## config.mk

```make
export PLATFORM = sky130hd
export DESIGN_NAME = spi_cfg_master_flat
export DESIGN_NICKNAME = d
export VERILOG_FILES = /design/src/rtl/spi_cfg_if.sv /design/src/rtl/spi_cfg_master.sv /design/src/flat_wrapper.sv
export SDC_FILE = /design/constraint.sdc
export NUM_CORES = 1
export LEC_CHECK = 0
export ABC_AREA = 1
export BUFFER_PORTS_ARGS = -buffer_cell sky130_fd_sc_hd__buf_2
export CAP_MARGIN = 40
export CORE_MARGIN = 2
export CORE_UTILIZATION = 40
export CTS_CLUSTER_SIZE = 20
export DETAILED_ROUTE_END_ITERATION = 8
export PLACE_DENSITY_LB_ADDON = 0.08
export SYNTH_ARGS = -nofsm -noshare
export SYNTH_HDL_FRONTEND = slang
export SYNTH_SLANG_ARGS = --single-unit
```

## constraint.sdc

```tcl
create_clock -name clk -period 1.4 [get_ports clk]
set_input_delay 0.28 -clock clk [delete_from_list [all_inputs] [get_ports clk]]
set_output_delay 0.28 -clock clk [all_outputs]
set_load 0.005 [all_outputs]
```

## src/rtl/spi_cfg_if.sv

```systemverilog
// Command/response handshake and SPI pin bundle between a requester and spi_cfg_master.
interface spi_cfg_if;
  logic       cmd_valid;
  logic       cmd_ready;
  logic [7:0] cmd_addr;
  logic [7:0] cmd_wdata;
  logic       rsp_valid;
  logic [7:0] rsp_rdata;
  logic       busy;
  logic       spi_rstn;
  logic       spi_sclk;
  logic       spi_dout;
  logic       spi_din;

  modport master (
    input  cmd_valid, cmd_addr, cmd_wdata, spi_din,
    output cmd_ready, rsp_valid, rsp_rdata, busy, spi_rstn, spi_sclk, spi_dout
  );

  modport slave (
    output cmd_valid, cmd_addr, cmd_wdata, spi_din,
    input  cmd_ready, rsp_valid, rsp_rdata, busy, spi_rstn, spi_sclk, spi_dout
  );
endinterface

```

## src/rtl/spi_cfg_master.sv

```systemverilog
// SPI master for the PSEC5 config slave: one 16-bit frame per command, readback byte
// returned as a one-cycle response; also sequences the slave's active-low reset.
module spi_cfg_master #(
  parameter int CLK_DIV  = 4,
  parameter int RST_HOLD = 4
) (
  input logic        clk,
  input logic        rst,
  spi_cfg_if.master  bus
);
  localparam int PW = (CLK_DIV > 1) ? $clog2(CLK_DIV) : 1;
  localparam int HW = $clog2(RST_HOLD + 1);

  localparam logic [1:0] ST_RSTHOLD = 2'd0;
  localparam logic [1:0] ST_IDLE    = 2'd1;
  localparam logic [1:0] ST_SHIFT   = 2'd2;

  logic [1:0]    state;
  logic [HW-1:0] hold_cnt;
  logic [PW-1:0] ph_cnt;
  logic [3:0]    bit_cnt;
  logic [14:0]   sr;
  logic [6:0]    shadow;
  logic          sclk;
  logic          dout;
  logic          rstn;
  logic          ready;
  logic          busy_q;
  logic          rvld;
  logic [7:0]    rdata;

  always_ff @(posedge clk) begin
    if (rst) begin
      state    <= ST_RSTHOLD;
      hold_cnt <= HW'(RST_HOLD);
      ph_cnt   <= '0;
      bit_cnt  <= '0;
      sr       <= '0;
      shadow   <= '0;
      sclk     <= 1'b0;
      dout     <= 1'b0;
      rstn     <= 1'b0;
      ready    <= 1'b0;
      busy_q   <= 1'b0;
      rvld     <= 1'b0;
      rdata    <= 8'h00;
    end else begin
      rvld <= 1'b0;
      case (state)
        ST_RSTHOLD: begin
          if (hold_cnt == HW'(1)) begin
            state <= ST_IDLE;
            rstn  <= 1'b1;
            ready <= 1'b1;
          end else begin
            hold_cnt <= hold_cnt - HW'(1);
          end
        end
        ST_IDLE: begin
          if (bus.cmd_valid) begin
            // First bit goes straight to the pin; the register keeps the remaining 15.
            state   <= ST_SHIFT;
            dout    <= bus.cmd_addr[7];
            sr      <= {bus.cmd_addr[6:0], bus.cmd_wdata};
            ph_cnt  <= '0;
            bit_cnt <= 4'd15;
            busy_q  <= 1'b1;
            ready   <= 1'b0;
          end
        end
        ST_SHIFT: begin
          if (ph_cnt != PW'(CLK_DIV - 1)) begin
            ph_cnt <= ph_cnt + PW'(1);
          end else begin
            ph_cnt <= '0;
            if (!sclk) begin
              sclk <= 1'b1;
            end else if (bit_cnt == 4'd0) begin
              state  <= ST_IDLE;
              sclk   <= 1'b0;
              dout   <= 1'b0;
              busy_q <= 1'b0;
              ready  <= 1'b1;
              rvld   <= 1'b1;
              rdata  <= {shadow, bus.spi_din};
            end else begin
              sclk    <= 1'b0;
              dout    <= sr[14];
              sr      <= {sr[13:0], 1'b0};
              bit_cnt <= bit_cnt - 4'd1;
              // Data phase (bits 8..15) samples at the end of each high phase.
              if (!bit_cnt[3]) shadow <= {shadow[5:0], bus.spi_din};
            end
          end
        end
        default: state <= ST_RSTHOLD;
      endcase
    end
  end

  assign bus.cmd_ready = ready;
  assign bus.rsp_valid = rvld;
  assign bus.rsp_rdata = rdata;
  assign bus.busy      = busy_q;
  assign bus.spi_rstn  = rstn;
  assign bus.spi_sclk  = sclk;
  assign bus.spi_dout  = dout;
endmodule

```

## src/flat_wrapper.sv

```systemverilog
// flat-port wrapper written by rule: the top's interface ports become plain ports
module spi_cfg_master_flat 
#(
  parameter int CLK_DIV  = 4,
  parameter int RST_HOLD = 4
)
  (clk, rst, bus_cmd_valid, bus_cmd_addr, bus_cmd_wdata, bus_spi_din, bus_cmd_ready, bus_rsp_valid, bus_rsp_rdata, bus_busy, bus_spi_rstn, bus_spi_sclk, bus_spi_dout);
  spi_cfg_if bus_i ();
  input logic clk;
  input logic rst;
  input wire logic [$bits(bus_i.cmd_valid)-1:0] bus_cmd_valid;
  input wire logic [$bits(bus_i.cmd_addr)-1:0] bus_cmd_addr;
  input wire logic [$bits(bus_i.cmd_wdata)-1:0] bus_cmd_wdata;
  input wire logic [$bits(bus_i.spi_din)-1:0] bus_spi_din;
  output wire logic [$bits(bus_i.cmd_ready)-1:0] bus_cmd_ready;
  output wire logic [$bits(bus_i.rsp_valid)-1:0] bus_rsp_valid;
  output wire logic [$bits(bus_i.rsp_rdata)-1:0] bus_rsp_rdata;
  output wire logic [$bits(bus_i.busy)-1:0] bus_busy;
  output wire logic [$bits(bus_i.spi_rstn)-1:0] bus_spi_rstn;
  output wire logic [$bits(bus_i.spi_sclk)-1:0] bus_spi_sclk;
  output wire logic [$bits(bus_i.spi_dout)-1:0] bus_spi_dout;
  assign bus_i.cmd_valid = bus_cmd_valid;
  assign bus_i.cmd_addr = bus_cmd_addr;
  assign bus_i.cmd_wdata = bus_cmd_wdata;
  assign bus_i.spi_din = bus_spi_din;
  assign bus_cmd_ready = bus_i.cmd_ready;
  assign bus_rsp_valid = bus_i.rsp_valid;
  assign bus_rsp_rdata = bus_i.rsp_rdata;
  assign bus_busy = bus_i.busy;
  assign bus_spi_rstn = bus_i.spi_rstn;
  assign bus_spi_sclk = bus_i.spi_sclk;
  assign bus_spi_dout = bus_i.spi_dout;
  spi_cfg_master #(.CLK_DIV(CLK_DIV), .RST_HOLD(RST_HOLD)) u_core (.clk(clk), .rst(rst), .bus(bus_i));
endmodule
```

# After elaboration in Yosys (flattened, before gate mapping)

Cells that the tools add are included.

Bits in latches: 0
Memories: 0
Bits in writable memories: 0
Bits in registers: 47
ROM bits: 0

Reduce and logical (&&, ||, !) cells: 16
Eq/ne operators: 10
Shifts and indexed selects: 0
Add/sub/neg operators: 3
Bitwise operators: 6
Muxes and demuxes: 37
Magnitude comparators: 0
Div/mod/pow operators: 0
$mul: 0

Operators with widths:

| kind                                             | count |
|---|---|
| two-way mux 15 bit                               | 4 |
| one-hot mux 15 bit (2 select lines)              | 1 |
| AND reduction 5 bit                              | 4 |
| two-way mux 4 bit                                | 4 |
| two-way mux 1 bit                                | 15 |
| two-way mux 2 bit                                | 7 |
| != test 2 bit, second input constant             | 4 |
| one-hot mux 4 bit (2 select lines)               | 1 |
| AND reduction 2 bit                              | 4 |
| AND reduction 4 bit                              | 2 |
| != test 2 x 1 -> 1 bit, second input constant    | 3 |
| NOT 1 bit                                        | 6 |
| one-hot mux 2 bit (3 select lines)               | 1 |
| AND reduction 6 bit                              | 1 |
| zero test 4 bit                                  | 1 |
| one-hot mux 1 bit (2 select lines)               | 2 |
| one-hot mux 2 bit (2 select lines)               | 1 |
| OR reduction 4 bit                               | 1 |
| subtractor 4 x 1 -> 4 bit, second input constant | 1 |
| == test 3 x 1 -> 1 bit, second input constant    | 1 |
| one-hot mux 1 bit (3 select lines)               | 1 |
| nonzero test 3 bit                               | 1 |
| subtractor 3 x 1 -> 3 bit, second input constant | 1 |
| adder 2 x 1 -> 2 bit, second input constant      | 1 |
| other kinds (4)                                  | 4 |

# Depth between registers and ports, before layout

Gate-level depths: netlist of run 1.

Word-level depth: 5
Gate-level depth with buffers: 9
Mapped depth without buffers: 8

# Worst setup path before layout of run 1

Ideal clock, no wire load.

Kind: reg2reg
Start: register u_core.bit_cnt[0]
End: register u_core.shadow[4]
Path buffers: 1
Arrival time: 1.314 ns
Data required time: 1.330 ns
Slack: 0.016 ns
Stages on the path, launching flop included: 10
Cell sequence: dfxtp_1 inv_1 ha_1 inv_1 nor2_1 inv_1 nand3_4 buf_12 o21ai_1 a21oi_1

Cells in the longest elaborated chain, start to end: 3

RTL lines:

| element                       | RTL line             | RTL |
|---|---|---|
| start, declared               | spi_cfg_master.sv:21 | `logic [3:0] bit_cnt;` |
| start signal, assigned        | spi_cfg_master.sv:90 | `bit_cnt <= bit_cnt - 4'd1;` |
| zero test 4 bit               | spi_cfg_master.sv:78 | `end else if (bit_cnt == 4'd0) begin` |
| NOT 1 bit (no line)           | --                   |  |
| AND reduction 5 bit (no line) | --                   |  |
| end signal, assigned          | spi_cfg_master.sv:92 | `if (!bit_cnt[3]) shadow <= {shadow[5:0], bus.spi_din};` |
| end, declared                 | spi_cfg_master.sv:23 | `logic [6:0] shadow;` |

Every way passes these cells.
A chain may end at the register's enable or synchronous reset.

# Final worst setup path of run 1

Start: register u_core.ph_cnt[1]
End: register u_core.shadow[3]

Cells in the longest elaborated chain, start to end: 3

RTL lines:

| element                       | RTL line             | RTL |
|---|---|---|
| start, declared               | spi_cfg_master.sv:20 | `logic [PW-1:0] ph_cnt;` |
| start signal, assigned        | spi_cfg_master.sv:73 | `ph_cnt <= ph_cnt + PW'(1);` |
| != test 2 bit                 | spi_cfg_master.sv:72 | `if (ph_cnt != PW'(CLK_DIV - 1)) begin` |
| NOT 1 bit (no line)           | --                   |  |
| AND reduction 5 bit (no line) | --                   |  |

Every way passes these cells.

==> summary.txt, run 1 <==
Synthesis
  • Synthesized-area fraction occupied by adder cells: 0.02312
  • Post-synthesis compound-gate area fraction: 0.1734
  • Main synth FF type: dfxtp_1
  • Fraction of registers with async set/reset: 0
  • Synthesized flop and latch total: 47
  • Area fraction of the dominant cell type after synthesis: 0.4347
  • Largest cells by area after synthesis: dfxtp_1 (43%), nand2_1 (12%), nor2_1 (7.1%)
  • Post-Synth XOR/XNOR Area: 0
  • Post-synth top area cell: dfxtp_1
  • Seq/Total Area, Yosys: 0.4347
  • Distinct cells, synth: 28
  • Synth Area in Simple Gates: 0.2751
  • Largest family of logic cells by synthesized area: simple AND/OR/NAND/NOR gates
  • Proportion of synthesized area in mux cells: 0
  • Post-Synthesis Cell Area: around 2200 um^2
  • Synth cell count leaders: nand2_1 (71), dfxtp_1 (47), nor2_1 (41), a21oi_1 (26), o21ai_0 (26)
  • Synth Net Count: between 300 and 400
  • Post-synth EDFFs: 0
  • Count leader, synth: nand2_1
  • Cell count after synthesis: 295
  • Post-Syn Area per Cell: 7.338 um^2
  • Ys Warns: 0

Global routing
  • Gr ovfl total: 0
  • Largest net degree at the start of global routing: 20
  • Antenna violations before repair: 0
  • First-pass GRT wire length: 8.052 mm
  • Vias in the first global route: 1807
  • Tot GR Track Use: 0.1649

Placed design
  • Placed cells: between 400 and 500
  • IO buf count: 33
  • Final Wtd Congestion: 0.7264
  • DP HPWL: between 3 and 4 mm

Layout
  • Nets: 372
  • Multi-input logic area: 1129 um^2
  • Syn-to-layout area delta: 28.03%
  • Post-layout util: 0.5358
  • Number of fill cells in the layout: 520
  • Layout cells sized above 1: 0.3123
  • Register area: 952.2 um^2
  • Ant diodes: 0
  • Final Instance Count excl. Fillers: 419

STA
  • Hold Vio Cnt, Final: 0
  • RSZ-0062 raised after global routing: true
  • Max Clock Freq: 728.9 MHz
  • Final setup vio count: 0
  • Clk_skew: 0.006416 ns
  • Fin. max-slew vios: 0
  • Crit share post-route: 0.9800
  • Worst-Margin Slew: 0.3929 ns
  • Worst hold slack: 0.2152 ns
  • Final Critical Period: 1.372 ns
  • Worst slew margin: 0.7378

Die
  • Chip Width: roughly 78 um
  • Core area: 5172 um^2
  • Die Y-Extent: about 78 um
  • Starting Density: 0.4185
  • Die Footprint: 6016 um^2
  • IO Pins: 34
  • FP Rows: 26

Critical path
  • CP Cell Sequence: ha_4 -> nand2_4 -> nor2_4 -> buf_6 -> nand3_4 -> o21ai_1 -> a21oi_2
  • R2r endpoint: u_core.shadow[3]
  • R2r setup slk: between 0.02 and 0.03 ns
  • CP Class: register to register
  • WP buf/inv: 1
  • R2r worst-path depth: 7
  • Max incr delay on CP: 0.36 ns
  • Worst r2r src: u_core.ph_cnt[1]
  • CP delay by family, top: simple AND/OR/NAND/NOR gates
  • Critical Path End Type: register
  • Worst Setup Start Kind: register
  • Worst Path Required: 1.60 ns
  • Slowest cell on the critical path: dfxtp_2
  • Worst EP arrival: 1.58 ns
  • Crit path max fanout: 7

Route
  • Vias: 1966
  • DR iter-0 viols: 68
  • Routed Antenna Nets: 0
  • Final WL: ~4.9 mm
  • First-pass iteration count of the detailed router: 4
  • Post-DR wirelength/cell: 11.65 um
  • Vias per Instance: 4.692
  • DR DRC count: 0

Hold path
  • Hold path cells: 3
  • Hold path startpoint: bus_cmd_wdata[0]
  • HP Class: input port to register
  • Hold endpoint: u_core.sr[0]

CTS
  • Htree depth: 2
  • Clk buf depth: 2
  • Sink Count: 47
  • CTS root buf: clkbuf_8
  • TritonCTS clock tree: yes
  • Clk Latency, worst-skew pair: 0.30 ns
  • CTS buffer count: 5
  • Worst-path clk slew: 0.09 ns

Power and ir drop
  • Leakage: about 1.2 nW
  • Power Dens Cells: 1997 nW/um^2
  • Peak supply drop: 1.042 mV
  • Total power: between 5 and 6 mW

Outcome
  • Status: finished, final reports clean

Flow run
  • Max Cap Viol: 0
[kinds of logic after synthesis]
logic type               Yosys count
buffers and inverters             40
flip-flops                        47
adder cells (fa/ha/maj)            4
AND/OR/NAND/NOR                  135
AO/OA/AOI/OAI                     69
[final cells by class]
class | instances | share of cell area
well taps | 70 | 0.03160
clock buffers | 6 | 0.02980
inverters | 26 | 0.03792
repair buffers | 58 | 0.1372
multi-input cells | 210 | 0.4072
clock inverters | 2 | 0.01264
flip-flops and latches | 47 | 0.3436
[sequential cells by signal, summed over array words and instances, names as in the netlist]
register              count
u_core.bus.rsp_rdata      8
u_core.bus.busy           1
u_core.bit_cnt            4
u_core.ph_cnt             2
u_core.bus.spi_rstn       1
u_core.shadow             7
u_core.bus.cmd_ready      1
u_core.state              2
u_core.sr                15
u_core.bus.rsp_valid      1
u_core.hold_cnt           3
u_core.bus.spi_sclk       1
u_core.bus.spi_dout       1
[power breakdown]
group	internal (mW)	switching, mW
clock	0.578	0.458
combinational	1.04	1.47
sequential	1.74	0.251
[layout by cell type (no fill, tap or decap), drive strengths merged]
master	synthesis	routed
a21oi	32	32
nor2	43	43
o211ai	1	1
clkinv	0	1
clkbuf	4	6
dfxtp	47	47
ha	4	4
nor3	3	3
nand3	12	14
nand2	75	75
bufinv	0	1
buf	10	58
nand4	2	2
a31oi	1	1
inv	26	26
o21ai	35	35
[repair_timing]
action / CTS / global route
setup endpoints to repair: 14 / 37
cloned: 0 / 2
pin swaps: 0 / 11
gates resized for setup: 11 / 35
buffers inserted: 0 / 4
hold buffers: 0 / 0
[per-layer routing]
metal	wire [um]	vias to the layer above	part of all wire	global-route usage
met4	53	0	0.011	0.07143
met2	2252	26	0.46	0.2739
met3	171	7	0.035	0.02907
li1	-	1057	-	-
met5	0	-	0	0
met1	2404	876	0.49	0.2099
[stage by stage]
stage,instance area [um^2],setup TNS (ns),setup WS [ns]
after floorplan,2165,0,0.01616
after global placement,2485,0,0.008953
after detailed placement,2485,-0.06851,-0.03433
after CTS,2613,-0.01174,-0.004614
after global routing,2771,-0.2166,-0.05183
final,2771,0,0.02801
[tightest hold or removal path, stage by stage]
cell and delay, ns:
buf_2 0.09, nand2_1 0.05, a21oi_1 0.05
[worst max-delay path by stage]
stage                                    endpoint  cells past startpoint         startpoint
final                            u_core.shadow[3]                      7   u_core.ph_cnt[1]
after global routing             u_core.shadow[6]                      7   u_core.ph_cnt[1]
after CTS                 u_core.bus.rsp_rdata[7]                      8  u_core.bit_cnt[0]
after detailed placement         u_core.shadow[1]                      6   u_core.ph_cnt[0]
after global placement          u_core.bit_cnt[3]                      8    u_core.state[0]
after floorplan                  u_core.shadow[4]                      9  u_core.bit_cnt[0]
(Power assumes the default switching activity.)
==> inputs of run 2 (changes only) <==
Settings changed: ABC_AREA 1 to unset, SKIP_LAST_GASP set to 1.
Clock period 1.4 ns to 1.1 ns, I/O delays scaled along.
==> summary.txt, run 2 <==
CTS
  • Worst-path clk slew: 0.09 ns (about the same)
  • Htree depth: 2 (unchanged)
  • Sink Count: 47 (unchanged)
  • Clk buf depth: 2 (unchanged)
  • CTS buffer count: 5 (unchanged)
  • Clk Latency, worst-skew pair: 0.30 ns (about the same)
  • TritonCTS clock tree: yes
  • CTS root buf: clkbuf_8

Critical path
  • Worst Path Required: 1.30 ns (-0.30 ns)
  • Crit path max fanout: 16 (+9)
  • Critical Path End Type: register
  • CP Class: register to register
  • Worst r2r src: u_core.bit_cnt[1]
  • Worst Setup SP: u_core.bit_cnt[1]
  • Worst Setup Start Kind: register
  • Worst EP arrival: 1.75 ns (+0.17 ns)

STA
  • Final setup vio count: 41 (+41)
  • Fin. max-slew vios: 0 (unchanged)
  • Worst slew margin: 0.8265 (+0.08875)
  • Worst-Margin Slew: 0.2602 ns (-0.1327 ns)
  • Final Critical Period: 1.549 ns (+0.1768 ns)
  • Clk_skew: 0.007901 ns (+0.001485 ns)
  • Hold Vio Cnt, Final: 0 (unchanged)
  • Crit share post-route: 1.408 (+0.4280)
  • Final setup margin: -0.4488 ns (-0.4768 ns)
  • RSZ-0062 raised after global routing: true
  • Setup TNS: -15.89 ns (-15.89 ns)
  • Max Clock Freq: 645.7 MHz (-11%)

Global routing
  • Gr ovfl total: 0 (unchanged)
  • Largest net degree at the start of global routing: 26 (+30%)
  • Tot GR Track Use: 0.1734 (+0.008510)
  • Vias in the first global route: 1755 (-2.9%)
  • First-pass GRT wire length: 8.342 mm (+3.6%)
  • Antenna violations before repair: 0 (unchanged)

Layout
  • Nets: 307 (-17%)
  • Register name with the most flops: u_core.sr
  • Commonest non-fill, non-tap cell in the layout: nor2_1
  • Largest register FFs: 15 (unchanged)
  • Layout cells sized above 1: 0.4437 (+0.1313)
  • Syn-to-layout area delta: 40.61%
  • Final Instance Count excl. Fillers: 354 (-16%)
  • Ant diodes: 0 (unchanged)
  • Number of fill cells in the layout: 468 (-10%)
  • Most frequent cells in the layout: nor2_1 (41), dfxtp_1 (38), nand2_1 (33)

Die
  • Die Y-Extent: 76.21 um (-1.7%)
  • Starting Density: 0.4110 (-0.007485)
  • Core area: 5075 um^2 (-1.9%)
  • Die Footprint: 5808 um^2 (-3.5%)
  • Chip Width: 76.21 um (-1.7%)
  • IO Pins: 34 (unchanged)
  • FP Rows: 26 (unchanged)

Synthesis
  • Seq/Total Area, Yosys: 0.4511 (+0.01643)
  • Synth cell count leaders: dfxtp_1 (47), nor2_1 (42), nand2_1 (34), mux2i_1 (15), a311oi_2 (14)
  • Post-Syn Area per Cell: 9.395 um^2 (+28%)
  • Post-synth top area cell: dfxtp_1
  • Ys Warns: 0 (unchanged)
  • Largest cells by area after synthesis: dfxtp_1 (45%), a311oi_2 (10%), nor2_1 (7.6%)
  • Synthesized flop and latch total: 47 (unchanged)
  • Post-synth EDFFs: 0 (unchanged)
  • Synth Net Count: 246 (-23%)
  • Post-Synthesis Cell Area: 2086 um^2 (-3.6%)
  • Cell count after synthesis: 222 (-25%)
  • Distinct cells, synth: 34 (+21%)
  • Area fraction of the dominant cell type after synthesis: 0.4511 (+0.01643)
  • Fraction of registers with async set/reset: 0 (unchanged)
  • Main synth FF type: dfxtp_1
  • Count leader, synth: dfxtp_1

Flow run
  • Max Cap Viol: 0 (unchanged)

Placed design
  • Final Wtd Congestion: 0.7119 (-2.0%)
  • Placed cells: 337 (-17%)
  • IO buf count: 33 (unchanged)
  • DP HPWL: 2.925 mm (-8.5%)

Route
  • Vias: 1745 (-11%)
  • First-pass iteration count of the detailed router: 4 (unchanged)
  • Post-DR wirelength/cell: 13.37 um (+15%)
  • DR iter-0 viols: 100 (+47%)
  • DR DRC count: 0 (unchanged)
  • Final WL: 4.732 mm (-3.1%)
  • Vias per Instance: 4.929 (+5.1%)
  • Routed Antenna Nets: 0 (unchanged)

Power and ir drop
  • Peak supply drop: 0.8257 mV (-21%)
  • Power Dens Cells: 1459 nW/um^2 (-27%)
  • Leakage: 1.215 nW (-2.5%)
  • Total power: 4.280 mW (-23%)

Hold path
  • HP Class: input port to register
  • Hold path startpoint: bus_cmd_wdata[0]

Outcome
  • Failing checks: setup timing
  • Status: finished, violations left
[run 2: cell types whose count changed after synthesis, moves of 4 or more]
cell	before	now
nand2_2	4	0
nor3_1	3	8
a311oi_2	0	14
mux2i_1	0	15
o21ai_0	26	0
a21oi_1	26	6
inv_1	22	4
a21oi_2	6	0
nand2_1	71	34
o21ai_1	8	2
nand2b_1	0	5
[run 2: through the flow]
step	setup slack, ns	hold WS, ns	util	area [um^2]
after floorplan	-0.3945	0.3672	-	2153
after global placement	-0.4211	0.4513	0.5062	2569
after detailed placement	-0.4347	0.4679	0.5062	2569
after CTS	-0.4514	0.1690	0.5643	2864
after global routing	-0.5361	0.1728	0.5779	2933
final	-0.4488	0.1737	0.5779	2933
[run 2: final timing paths]
| check | to | slack (ns) | depth (start not counted) |
|---|---|---|---|
| worst max-delay path | u_core.sr[14] | -0.45 | 7 |
| worst min-delay path | u_core.sr[0] | 0.17 | 3 |
| worst max register to register | u_core.sr[14] | -0.45 | 7 |
| worst min register to register | u_core.sr[0] | 0.49 | 2 |
[run 2: cell type report]
| type | count | area, um^2 | area share |
|---|---|---|---|
| multi-input cells | 157 | 1195 | 0.4074 |
| inverters | 4 | 15.01 | 0.005119 |
| flip-flops and latches | 47 | 954.7 | 0.3255 |
| clock buffers | 6 | 82.58 | 0.02816 |
| clock inverters | 2 | 35.03 | 0.01195 |
| well taps | 70 | 87.58 | 0.02986 |
| repair buffers | 68 | 563.0 | 0.1920 |
[run 2: where the power goes]
group | internal, mW | total [mW] | switching (mW) | leakage [nW]
sequential | 1.83 | 1.91 | 0.0837 | 0.384
clock | 0.736 | 1.32 | 0.584 | 0.0612
combinational | 0.566 | 1.05 | 0.479 | 0.769
total | 3.13 | 4.28 | 1.15 | 1.21
[run 2: logic make-up after synthesis]
kind of cell / synth area share
simple gates: 0.2370
xor+xnor: 0.01260
buf+inv: 0.04679
compound gates: 0.1566
mux: 0.07198
flops: 0.4511
fa+ha+maj: 0.02400
[run 2: per-layer routing]
layer,share of wire,global-route usage,vias up,wire length (um)
met3,0.036,0.04147,2,171
met4,0.0068,0.05273,0,32
met1,0.47,0.2253,826,2224
met2,0.49,0.2858,33,2304
li1,-,-,884,-
met5,0,0,-,0
[run 2: repair_timing]
item	4_1_cts	5_1_grt
pin swaps	7	12
resized for setup	19	18
hold buffers	0	0
gates cloned	2	0
setup buffers	5	3
setup endpoints to repair	47	48
[run 2: critical path: stages, from the launching register on]
cell      delay (ns)
dfxtp_2         0.35
inv_2           0.05
ha_4            0.15
nor3b_4         0.15
a22oi_4         0.26
buf_12          0.18
nor2_1          0.06
a311oi_2        0.24
